File: src/rtl/fir_out_requant.sv
// rtl/fir_out_requant.sv - FIR output rescale/saturate, warm-up drop, output FIFO with valid/ready
// Optional feature macro: FIR_REQUANT_SAT_EN (clip to OUT_W range and raise sat_flag; otherwise wrap)
module fir_out_requant #(
    parameter int IN_W       = 16,
    parameter int OUT_W      = 8,
    parameter int SHIFT      = 3,
    parameter int WARMUP     = 5,
    parameter int FIFO_DEPTH = 8,
    parameter int CNT_W      = 8
) (
    input  logic                          clk,
    input  logic                          reset,
    input  logic [IN_W-1:0]               y_in,
    input  logic                          y_valid,
    output logic [OUT_W-1:0]              s_data,
    output logic                          s_valid,
    input  logic                          s_ready,
    output logic                          warm_done,
    output logic                          sat_flag,
    output logic [CNT_W-1:0]              drop_cnt,
    output logic [$clog2(FIFO_DEPTH):0]   fifo_level
);
    localparam int PW     = $clog2(FIFO_DEPTH);
    localparam int WCW    = (WARMUP > 0) ? $clog2(WARMUP + 1) : 1;
    localparam int HALF_I = (2 ** SHIFT) / 2;
    localparam logic signed [IN_W:0] HALF = (IN_W + 1)'(HALF_I);

    logic signed [IN_W:0]  y_ext;
    logic [OUT_W-1:0]      q;
    logic [WCW-1:0]        warm_cnt;
    logic                  stage_v;
    logic [OUT_W-1:0]      stage_d;
    logic [OUT_W-1:0]      mem [FIFO_DEPTH];
    logic [PW-1:0]         wr_ptr;
    logic [PW-1:0]         rd_ptr;
    logic                  capture;
    logic                  pop;
    logic                  full;
    logic                  push_ok;
    logic                  drop;

    // One extra bit keeps the rounding add from overflowing at the positive limit.
    assign y_ext = $signed({y_in[IN_W-1], y_in});

`ifdef FIR_REQUANT_SAT_EN
    localparam logic signed [IN_W:0] MAXV = (IN_W + 1)'(2 ** (OUT_W - 1) - 1);
    localparam logic signed [IN_W:0] MINV = (IN_W + 1)'(-(2 ** (OUT_W - 1)));

    logic signed [IN_W:0] r;
    logic                 clip_hi;
    logic                 clip_lo;

    assign r       = (y_ext + HALF) >>> SHIFT;
    assign clip_hi = (r > MAXV);
    assign clip_lo = (r < MINV);

    always_comb begin
        q = r[OUT_W-1:0];
        if (clip_hi) begin
            q = MAXV[OUT_W-1:0];
        end else if (clip_lo) begin
            q = MINV[OUT_W-1:0];
        end
    end

    always_ff @(posedge clk) begin
        if (!reset) begin
            sat_flag <= 1'b0;
        end else if (capture && (clip_hi || clip_lo)) begin
            sat_flag <= 1'b1;
        end
    end
`else
    assign q        = OUT_W'((y_ext + HALF) >>> SHIFT);
    assign sat_flag = 1'b0;
`endif

    assign warm_done = (warm_cnt == '0);
    assign capture   = y_valid && warm_done;

    assign s_valid = (fifo_level != '0);
    assign s_data  = s_valid ? mem[rd_ptr] : '0;
    assign pop     = s_valid && s_ready;
    assign full    = (fifo_level == (PW + 1)'(FIFO_DEPTH));
    // A full FIFO still accepts the staged sample when the head leaves on the same edge.
    assign push_ok = stage_v && (!full || pop);
    assign drop    = stage_v && full && !pop;

    always_ff @(posedge clk) begin
        if (!reset) begin
            warm_cnt   <= WCW'(WARMUP);
            stage_v    <= 1'b0;
            stage_d    <= '0;
            wr_ptr     <= '0;
            rd_ptr     <= '0;
            fifo_level <= '0;
            drop_cnt   <= '0;
        end else begin
            if (y_valid && !warm_done) begin
                warm_cnt <= warm_cnt - WCW'(1);
            end
            stage_v <= capture;
            if (capture) begin
                stage_d <= q;
            end
            if (push_ok) begin
                wr_ptr <= wr_ptr + PW'(1);
            end
            if (pop) begin
                rd_ptr <= rd_ptr + PW'(1);
            end
            case ({push_ok, pop})
                2'b10:   fifo_level <= fifo_level + (PW + 1)'(1);
                2'b01:   fifo_level <= fifo_level - (PW + 1)'(1);
                default: fifo_level <= fifo_level;
            endcase
            if (drop && (drop_cnt != '1)) begin
                drop_cnt <= drop_cnt + CNT_W'(1);
            end
        end
    end

    always_ff @(posedge clk) begin
        if (push_ok) begin
            mem[wr_ptr] <= stage_d;
        end
    end
endmodule

File: config.mk
export PLATFORM = sky130hd
export DESIGN_NAME = fir_out_requant
export DESIGN_NICKNAME = d
export VERILOG_FILES = /design/src/rtl/fir_out_requant.sv
export SDC_FILE = /design/constraint.sdc
export NUM_CORES = 1
export LEC_CHECK = 0
export BUFFER_PORTS_ARGS = -buffer_cell sky130_fd_sc_hd__buf_4
export CORE_MARGIN = 2
export CORE_UTILIZATION = 45
export DETAILED_ROUTE_END_ITERATION = 16
export HOLD_SLACK_MARGIN = 0.02
export PLACE_DENSITY_LB_ADDON = 0.08
export SLEW_MARGIN = 20
export SYNTH_ARGS = -nofsm -noshare
export SYNTH_HDL_FRONTEND = slang
export SYNTH_SLANG_ARGS = --single-unit
File: constraint.sdc
create_clock -name clk -period 4.5 [get_ports clk]
set_input_delay 0 -clock clk [delete_from_list [all_inputs] [get_ports clk]]
set_output_delay 0 -clock clk [all_outputs]
set_load 0.1 [all_outputs]
==> run_results.csv <==
group,metric,value,unit
outcome,status,"finished clean",
synthesis,synthesis.instances,296,
timing,rsz0062_at_grt,"false",
critical_path,required,4470,ps
power_and_ir_drop,seqPwrFrac,54.9,%
clocking,htreeDepth,3,
route,drc,0,
min_path,holdPathStages,4,
critical_path,worst-path-max-fanout,13,
power_and_ir_drop,fin_total_pwr,1.74,mW
synthesis,synthMuxAreaShare,12.6,%
layout,final_area,0.00480,mm^2
grt,grt_pass1_vias,2349,
clocking,clk_transition_reported_paths,90,ps
die,fp.dieW,99.8,um
timing,fin_skew,11.0,ps
min_path,hold_class,"in2reg",
clocking,clock-root-buffer,"clkbuf_8",
min_path,hold_path_end,"stage_d[1]",
critical_path,cp-start-kind,"flip-flop",
route,dr.pass1.iters,4,
layout,final_common_cell,"edfxtp_1",
critical_path,reg2reg_depth,4,
grt,grt_start_max_net_pins,23,
timing,fmax,0.415,GHz
synthesis,ys_warn_count,0,
grt,antenna_found_initial,0,
placed_design,gp_congestion,0.724,
die,io_pins,43,
critical_path,slowest_delay,670,ps
die,num_rows,34,
clocking,post-cts-setup-buffers,0,
die,die-height,99.8,um
power_and_ir_drop,p_leak,1.62,nW
timing,layout_setup_ws,2090,ps
critical_path,r2r_slack,2090,ps
layout,final_cell_mix,"edfxtp_1, buf_4, dfxtp_1",
synthesis,synthFlopType,"edfxtp_1",
grt,grt_pass1_wl,12100,um
timing,fin_crit_sh,53.5,%
power_and_ir_drop,p_clk_share,34.3,%
timing,hold_slack,140,ps
synthesis,synth_top_family_by_area,"multiplexers",
critical_path,worst-path-buf-inv,0,
route,via_per_inst,5.39,
synthesis,synth_edf_count,64,
placed_design,io_buffer_count,34,
route,wire_per_inst,16.4,um
synthesis,synth-simple-area-share,10.2,%
timing,fin_crit,2410,ps
clocking,clkSinkCount,97,
grt,grt_remaining_overflow,0,
clocking,clk_latency,350,ps
layout,final_util,54.5,%
critical_path,worstReg2RegEnd,"mem[2][4]",
route,antenna_left,0,
clocking,cts.path.max_buffers,2,
power_and_ir_drop,ir_drop,200,uV
placed_design,hpwl,4870,um
job,cap_violations,0,
clocking,cts_tree,"yes",
placed_design,pre_cts_ws,2110,ps
min_path,hold_start,"y_in[2]",
synthesis,ys_seq_area_share,62.5,%
power_and_ir_drop,power_density,363,mW/mm^2
layout,syn_to_final_growth,16.1,%
critical_path,critPathCaptureType,"flip-flop",
critical_path,cp.arrival,2380,ps
timing,setup-tns-final,0,ps
clocking,cts_buffers,9,
power_and_ir_drop,p_switching,0.427,mW
timing,tightest_slew,864,ps
critical_path,path_cells,"or4b_2 > o21ai_2 > or2_2 > nor2_1",
timing,slew_headroom,42.2,%
power_and_ir_drop,p_int,1.32,mW
timing,slew_viol_final,0,
synthesis,synth_xor_xnor_area_share,2.76,%
layout,drive_above_1_share,23.1,%
power_and_ir_drop,swShare,24.5,%
die,initial_core_util,46.9,%
synthesis,postSynth.asyncResetShare,0,%
critical_path,slowest_stage,"dfxtp_1",
placed_design,dp.cells,425,
timing,finalHoldViolations,0,
synthesis,synth.distinct_cells,48,
route,vias,2446,
grt,grtUsageTotal,16.3,%
die,dieArea,0.00997,mm^2
synthesis,synth_fa_ha_area_share,2.12,%
critical_path,r2r-start,"fifo_level[0]",
synthesis,synthesis.nets,323,
route,drt_iter0_drc,168,
synthesis,ys_ff_latch,97,
layout,fin_nets,368,
synthesis,synth_area,0.00413,mm^2
timing,setup_viol,0,
critical_path,critical_path_depth,4,
critical_path,cp_top_family,"simple AND/OR/NAND/NOR gates",
power_and_ir_drop,combPwrFrac,10.8,%
clocking,cts-resized-gates,0,
placed_design,dpl_cell_area,0.00446,mm^2
critical_path,crit_type,"reg2reg",
layout,antenna_cells,0,
route,wl,7440,um
synthesis,syn_avg_cell_area,14.0,um^2
die,core_area,0.00881,mm^2
layout,layoutNonFillerInstCount,454,
synthesis,synth_compound_area_share,6.93,%
[cell usage after synthesis (4+ instances only)]
master | count | area (um^2)
nand3_1 | 8 | 40.0
nor2_1 | 31 | 116
clkbuf_1 | 8 | 30.0
dfxtp_1 | 33 | 661
mux2i_1 | 15 | 150
edfxtp_1 | 64 | 1920
ha_1 | 7 | 87.6
buf_2 | 4 | 20.0
a211oi_1 | 4 | 30.0
o21ai_0 | 10 | 50.1
inv_1 | 4 | 15.0
nand2b_1 | 4 | 25.0
nand2_1 | 13 | 48.8
a21oi_1 | 12 | 60.1
xnor2_1 | 8 | 70.1
nor3_1 | 9 | 45.0
xor2_1 | 5 | 43.8
mux4_2 | 16 | 360
[logic make-up after synthesis]
family | Yosys count
adder cells (fa/ha/maj) | 7
flip-flops | 97
buffers and inverters | 22
XOR/XNOR | 13
AO/OA/AOI/OAI | 42
AND/OR/NAND/NOR | 82
other | 1
multiplexers | 32
[routing by layer]
layer / track usage [%] / vias to the layer above / share of wire, %
li1: - / 1199 / -
met5: 0 / - / 0
met1: 22.7 / 1189 / 47
met2: 25.7 / 50 / 48
met3: 2.72 / 8 / 3.0
met4: 6.64 / 0 / 1.3
[power groups by stage]
stage               combinational [mW]  clock, mW  sequential [mW]
finish                           0.188      0.598            0.957
global route                     0.200      0.653            0.958
CTS                              0.189      0.613            0.957
detailed placement               0.180          0            0.977
global placement                 0.180          0            0.977
floorplan                        0.137          0            0.980
[sequential cells by signal, summed over array words and instances (netlist names), named ones only]
| name | count |
|---|---|
| fifo_level | 4 |
| rd_ptr | 3 |
| mem | 64 |
| stage_d | 8 |
| stage_v | 1 |
| drop_cnt | 8 |
| warm_cnt | 3 |
| wr_ptr | 3 |
[worst max path at each step]
stage                        startpoint            end  slack, ps
after floorplan             warm_cnt[0]     stage_d[4]       1630
after global placement    fifo_level[0]  fifo_level[1]       2090
after detailed placement  fifo_level[0]      mem[2][5]       2110
after CTS                 fifo_level[0]      mem[2][4]       2080
after global routing      fifo_level[0]  fifo_level[1]       1930
final                     fifo_level[0]      mem[2][4]       2090
[worst reg2reg max path: cells and delay by family (launching register included)]
| kind | cells | cell delay (ps) |
|---|---|---|
| AOI/OAI and AO/OA | 1 | 70 |
| DFF | 1 | 670 |
| and+or+nand+nor | 3 | 1280 |
[final cells by class]
| type | count | area, um^2 |
|---|---|---|
| inverter | 5 | 18.8 |
| tap | 108 | 135 |
| clock inverter | 6 | 83.8 |
| sequential | 97 | 2580 |
| clock buffer | 10 | 128 |
| multi-input combinational | 177 | 1440 |
| timing repair buffer | 51 | 415 |
| fill | 754 | 4010 |
[what timing repair did]
item | 4_1_cts | 5_1_grt
hold buffers | 13 | 0
endpoints found under the hold margin | 14 | 0
setup endpoints to repair | 0 | 0
No activity file was read; power rests on OpenSTA's default activity.
